--- src/rtl/pc_npc_unit_if.sv ---
// Fetch-stage PC/nPC bundle: next-nPC/control inputs and the PC-pair outputs.
// The DUT uses the slave modport; the driver of the controls uses master.
interface pc_npc_unit_if #(
  parameter int unsigned WIDTH = 32
);
  logic [WIDTH-1:0] npc_next;
  logic             stall;
  logic             annul_req;
  logic             trap_req;
  logic [WIDTH-1:0] trap_vec;
  logic [WIDTH-1:0] pc;
  logic [WIDTH-1:0] npc;
  logic [WIDTH-1:0] npc_plus4;
  logic             pc_valid;
  logic             misalign;

  modport master (
    output npc_next, stall, annul_req, trap_req, trap_vec,
    input  pc, npc, npc_plus4, pc_valid, misalign
  );

  modport slave (
    input  npc_next, stall, annul_req, trap_req, trap_vec,
    output pc, npc, npc_plus4, pc_valid, misalign
  );
endinterface

--- src/rtl/pc_npc_unit.sv ---
// SPARC PC/nPC pair with delayed-branch sequencing, stall hold, delay-slot
// annul, trap entry and registered next-nPC misalignment flag.
module pc_npc_unit #(
  parameter int unsigned     WIDTH    = 32,
  parameter logic [WIDTH-1:0] RESET_PC = '0
) (
  input  logic          clk,
  input  logic          reset_n,
  pc_npc_unit_if.slave  bus
);

  localparam logic [WIDTH-1:0] AddrStep = WIDTH'(4);

  typedef enum logic [1:0] {StBoot, StRun, StHold, StTrap} state_e;

  state_e           state_q, state_d;
  logic [WIDTH-1:0] pc_q, pc_d;
  logic [WIDTH-1:0] npc_q, npc_d;
  logic             pc_valid_q, pc_valid_d;
  logic             misalign_q, misalign_d;
  logic             active;

  // RUN and HOLD react identically to trap/stall; BOOT and TRAP ignore both.
  assign active = (state_q == StRun) || (state_q == StHold);

  always_ff @(posedge clk or negedge reset_n) begin
    if (!reset_n) begin
      state_q    <= StBoot;
      pc_q       <= RESET_PC;
      npc_q      <= RESET_PC + AddrStep;
      pc_valid_q <= 1'b0;
      misalign_q <= 1'b0;
    end else begin
      state_q    <= state_d;
      pc_q       <= pc_d;
      npc_q      <= npc_d;
      pc_valid_q <= pc_valid_d;
      misalign_q <= misalign_d;
    end
  end

  always_comb begin
    state_d = state_q;
    unique case (state_q)
      StBoot: state_d = StRun;
      StRun, StHold: begin
        if (bus.trap_req)   state_d = StTrap;
        else if (bus.stall) state_d = StHold;
        else                state_d = StRun;
      end
      StTrap: state_d = StRun;
      default: state_d = StBoot;
    endcase
  end

  always_comb begin
    pc_d       = pc_q;
    npc_d      = npc_q;
    pc_valid_d = pc_valid_q;
    misalign_d = misalign_q;
    if (state_q == StTrap) begin
      pc_valid_d = 1'b1;
    end else if (active && bus.trap_req) begin
      pc_d       = bus.trap_vec;
      npc_d      = bus.trap_vec + AddrStep;
      pc_valid_d = 1'b0;
      misalign_d = 1'b0;
    end else if (active && !bus.stall) begin
      pc_d       = npc_q;
      npc_d      = bus.npc_next;
      pc_valid_d = ~bus.annul_req;
      misalign_d = |bus.npc_next[1:0];
    end
  end

  assign bus.pc        = pc_q;
  assign bus.npc       = npc_q;
  assign bus.npc_plus4 = npc_q + AddrStep;
  assign bus.pc_valid  = pc_valid_q;
  assign bus.misalign  = misalign_q;

endmodule

--- src/flat_wrapper.sv ---
// flat-port wrapper written by rule: the top's interface ports become plain ports
module pc_npc_unit_flat 
#(
  parameter int unsigned     WIDTH    = 32,
  parameter logic [WIDTH-1:0] RESET_PC = '0
)
  (clk, reset_n, bus_npc_next, bus_stall, bus_annul_req, bus_trap_req, bus_trap_vec, bus_pc, bus_npc, bus_npc_plus4, bus_pc_valid, bus_misalign);
  pc_npc_unit_if #(.WIDTH(WIDTH)) bus_i ();
  input  logic clk;
  input  logic reset_n;
  input wire logic [$bits(bus_i.npc_next)-1:0] bus_npc_next;
  input wire logic [$bits(bus_i.stall)-1:0] bus_stall;
  input wire logic [$bits(bus_i.annul_req)-1:0] bus_annul_req;
  input wire logic [$bits(bus_i.trap_req)-1:0] bus_trap_req;
  input wire logic [$bits(bus_i.trap_vec)-1:0] bus_trap_vec;
  output wire logic [$bits(bus_i.pc)-1:0] bus_pc;
  output wire logic [$bits(bus_i.npc)-1:0] bus_npc;
  output wire logic [$bits(bus_i.npc_plus4)-1:0] bus_npc_plus4;
  output wire logic [$bits(bus_i.pc_valid)-1:0] bus_pc_valid;
  output wire logic [$bits(bus_i.misalign)-1:0] bus_misalign;
  assign bus_i.npc_next = bus_npc_next;
  assign bus_i.stall = bus_stall;
  assign bus_i.annul_req = bus_annul_req;
  assign bus_i.trap_req = bus_trap_req;
  assign bus_i.trap_vec = bus_trap_vec;
  assign bus_pc = bus_i.pc;
  assign bus_npc = bus_i.npc;
  assign bus_npc_plus4 = bus_i.npc_plus4;
  assign bus_pc_valid = bus_i.pc_valid;
  assign bus_misalign = bus_i.misalign;
  pc_npc_unit #(.WIDTH(WIDTH), .RESET_PC(RESET_PC)) u_core (.clk(clk), .reset_n(reset_n), .bus(bus_i));
endmodule
--- config.mk ---
export PLATFORM = sky130hd
export DESIGN_NAME = pc_npc_unit_flat
export DESIGN_NICKNAME = d
export VERILOG_FILES = /design/src/rtl/pc_npc_unit_if.sv /design/src/rtl/pc_npc_unit.sv /design/src/flat_wrapper.sv
export SDC_FILE = /design/constraint.sdc
export NUM_CORES = 1
export LEC_CHECK = 0
export CORE_ASPECT_RATIO = 1.25
export CORE_MARGIN = 8
export CORE_UTILIZATION = 25
export CTS_CLUSTER_DIAMETER = 200
export DETAILED_ROUTE_END_ITERATION = 7
export PLACE_DENSITY = 0.58
export SYNTH_ARGS = -nofsm -noshare
export SYNTH_HDL_FRONTEND = slang
export SYNTH_SLANG_ARGS = --single-unit
--- constraint.sdc ---
create_clock -name clk -period 5.1 [get_ports clk]
set_input_delay 1.275 -clock clk [delete_from_list [all_inputs] [get_ports clk]]
set_output_delay 1.275 -clock clk [all_outputs]
set_load 0.02 [all_outputs]
==> out/metrics.csv <==
metric;value;unit
status;completed;
GR Layer Usage met2;26.9;%
Vias;4416;
Core ar.;16600;sq um
largest family of logic cells by synthesized area;simple AND/OR/NAND/NOR gates;
H-tree depth;3;
Worst Setup Start Kind;flip-flop;
final worst path period share;88.7;%
grt met3 use;2.92;%
Row Count;53;
commonest non-fill, non-tap cell in the layout;clkdlybuf4s50_1;
CP Class;flip-flop to primary output;
ANT cells;0;
via/cell ratio;4.89;
syn_area_per_cell;7.95;sq um
Die Footprint;21300;sq um
setup violators final;0;
DRT iter0 DRCs;285;
root buf cell;clkbuf_16;
pwr/cell area;682;nW/um^2
half-perimeter wire length after placement;12700;um
total nets after synthesis;601;
Syn Std Cell Area;4210;sq um
WP data arrival;3250;ps
Req. time, crit path;3830;ps
compound-cell area share of the yosys netlist;13.3;%
largest net degree at the start of global routing;69;
boundary pin count;167;
Leakage;2.51;nW
Synth async-reset ratio;100;%
Seq/Total Area, Yosys;40.5;%
Post-Route WL;16600;um
CP endpoint kind;primary output;
flop-to-flop setup slack;2930;ps
Die Y;161;um
Die Wd;132;um
minimum clock period after layout;4520;ps
R2R Path End;u_core.bus.npc[28]$_DFFE_PN0P_;
overall power;0.00437;W
Slew Viols, Final;0;
met1 Use GR;17.8;%
most frequent cells in the layout;clkdlybuf4s50_1, nand2_1, dfrtp_1;
Synth Warn #;0;
CTS buffer count;9;
Syn Inst Count;529;
# fillers;1695;
non-filler cells, final;903;
Fmax;0.221;GHz
Max VDD drop;275;uV
initial cell density of the core;25.3;%
Clock Skews;7.63;ps
Max clock buf depth;2;
Slew @ Worst Pin;940;ps
post-synthesis adder-cell area fraction;0.893;%
setup TNS;0;ps
Synth Flop Type;dfrtp_1;
Skew-Pair Late Insertion Delay;340;ps
Worst Hold Path EP;u_core.bus.pc[1]$_DFFE_PN0P_;
post-detailed-route count of antenna-violating nets;0;
total grt overflow;0;
total track usage;15.3;%
Post-Synth XOR/XNOR Area;10.2;%
hold_sp;u_core.bus.pc[1]$_DFFE_PN0P_;
area grow syn2layout;52.6;%
number of nets in the layout;750;
busiest layer in global routing;met2;
PostCTS Resize Cnt;0;
mux cell area share after synthesis;1.70;%
endpoints failing hold;0;
Hold Path Stages;2;
RSZ-0062 raised after global routing;no;
Hold Buf Count CTS;0;
layout cells sized above 1;4.83;%
drt pass-1 iters;5;
DR WL/cell;18.4;um
Slew Limit Headroom;37.4;%
crit path max fanout;6;
R2R cell count;6;
Final GP Congestion;0.862;
Worst-path clk slew;60;ps
IO buf count;166;
simple-gate share of the synthesized area;29.0;%
Yosys reg bits;68;
EDFF count, synth;0;
Hold/Removal Path Class;flip-flop to flip-flop;
vias in the first global route;4433;
first-pass GRT wire length;25800;um
clock sinks;68;
initial antenna violation count;1;
setup bufs post-CTS;0;
Cell variety after synth;40;
DP Cell Count;887;
Max Cap Viol;0;
Worst R2R Start;u_core.state_q[0]$_DFF_PN0_;
DRC;0;
CTS tree;built;
worst max path at each step:
stage / startpoint / to / slack (ps) / depth (start not counted)
2_1_floorplan: u_core.bus.npc[2]$_DFFE_PN1P_ / bus_npc_plus4[20] / 1680 / 6
3_3_place_gp: u_core.bus.npc[2]$_DFFE_PN1P_ / bus_npc_plus4[20] / 1040 / 7
3_5_place_dp: u_core.bus.npc[2]$_DFFE_PN1P_ / bus_npc_plus4[24] / 940 / 7
4_1_cts: u_core.bus.npc[2]$_DFFE_PN1P_ / bus_npc_plus4[24] / 570 / 7
5_1_grt: u_core.bus.npc[2]$_DFFE_PN1P_ / bus_npc_plus4[24] / 420 / 7
6_report: u_core.bus.npc[2]$_DFFE_PN1P_ / bus_npc_plus4[24] / 580 / 7
routing by layer:
metal  vias to the layer above  routed length (um)  part of all wire [%]
met3                        19                 811                   4.9
met5                         -                  13                 0.078
li1                       2134                   -                     -
met2                       142                8570                    52
met4                         2                 352                   2.1
met1                      2119                6860                    41
cell type report:
class	count	area, sq um	area share (%)
clock buffers	10	239	3.72
clock inverters	6	111	1.74
inverters	11	41.3	0.644
multi-input cells	415	2330	36.4
flip-flops and latches	68	1700	26.5
well taps	220	275	4.29
repair buffers	173	1710	26.7
worst max-delay path: stages (launching register included):
cell             delay, ps
dfstp_2                590
ha_1                   220
and4_1                 380
nor3b_1                440
and2_1                 330
nand3_1                130
xnor2_1                180
clkdlybuf4s50_1        650
sequential cells by signal, summed over array words and instances (netlist names):
| signal | cells |
|---|---|
| u_core.bus.pc | 32 |
| u_core.bus.misalign | 1 |
| u_core.bus.npc | 32 |
| u_core.state_q | 2 |
| u_core.bus.pc_valid | 1 |
cell usage after synthesis, types with 6 or more instances:
master	number	share of area [%]
nand2_1	99	8.8
dfrtp_1	67	40
nor2_1	57	5.1
xnor2_1	41	8.5
a31oi_1	32	4.8
nand3_1	29	3.5
clkbuf_1	28	2.5
o21ai_0	26	3.1
a21oi_1	23	2.7
and3_1	19	2.8
inv_1	11	0.98
nand4_1	11	1.6
nor3_1	11	1.3
nor4_1	8	1.2
o22ai_1	8	1.2
xor2_1	8	1.7
and4_1	7	1.5
mux2i_1	6	1.4
metrics by stage:
step	util (%)	hold slack (ps)	setup WS, ps	cell area, sq um
after global placement	36.4	472	1040	6070
final	38.5	484	577	6420
after detailed placement	36.4	478	944	6070
after CTS	38.5	492	574	6420
after global routing	38.5	509	421	6420
after floorplan	-	580	1680	4210
report_power, final:
group	switching, W	internal [W]
clock	0.000254	0.000491
sequential	0.000306	0.000821
combinational	0.00139	0.00111
logic make-up after synthesis:
group                      after synthesis
AOI/OAI and AO/OA                       97
xor gates and xnor gates                49
adders and majority gates                3
buffers and inverters                   46
DFF                                     68
muxes                                    7
and+or+nand+nor                        259
No activity file was read; power rests on OpenSTA's default activity.
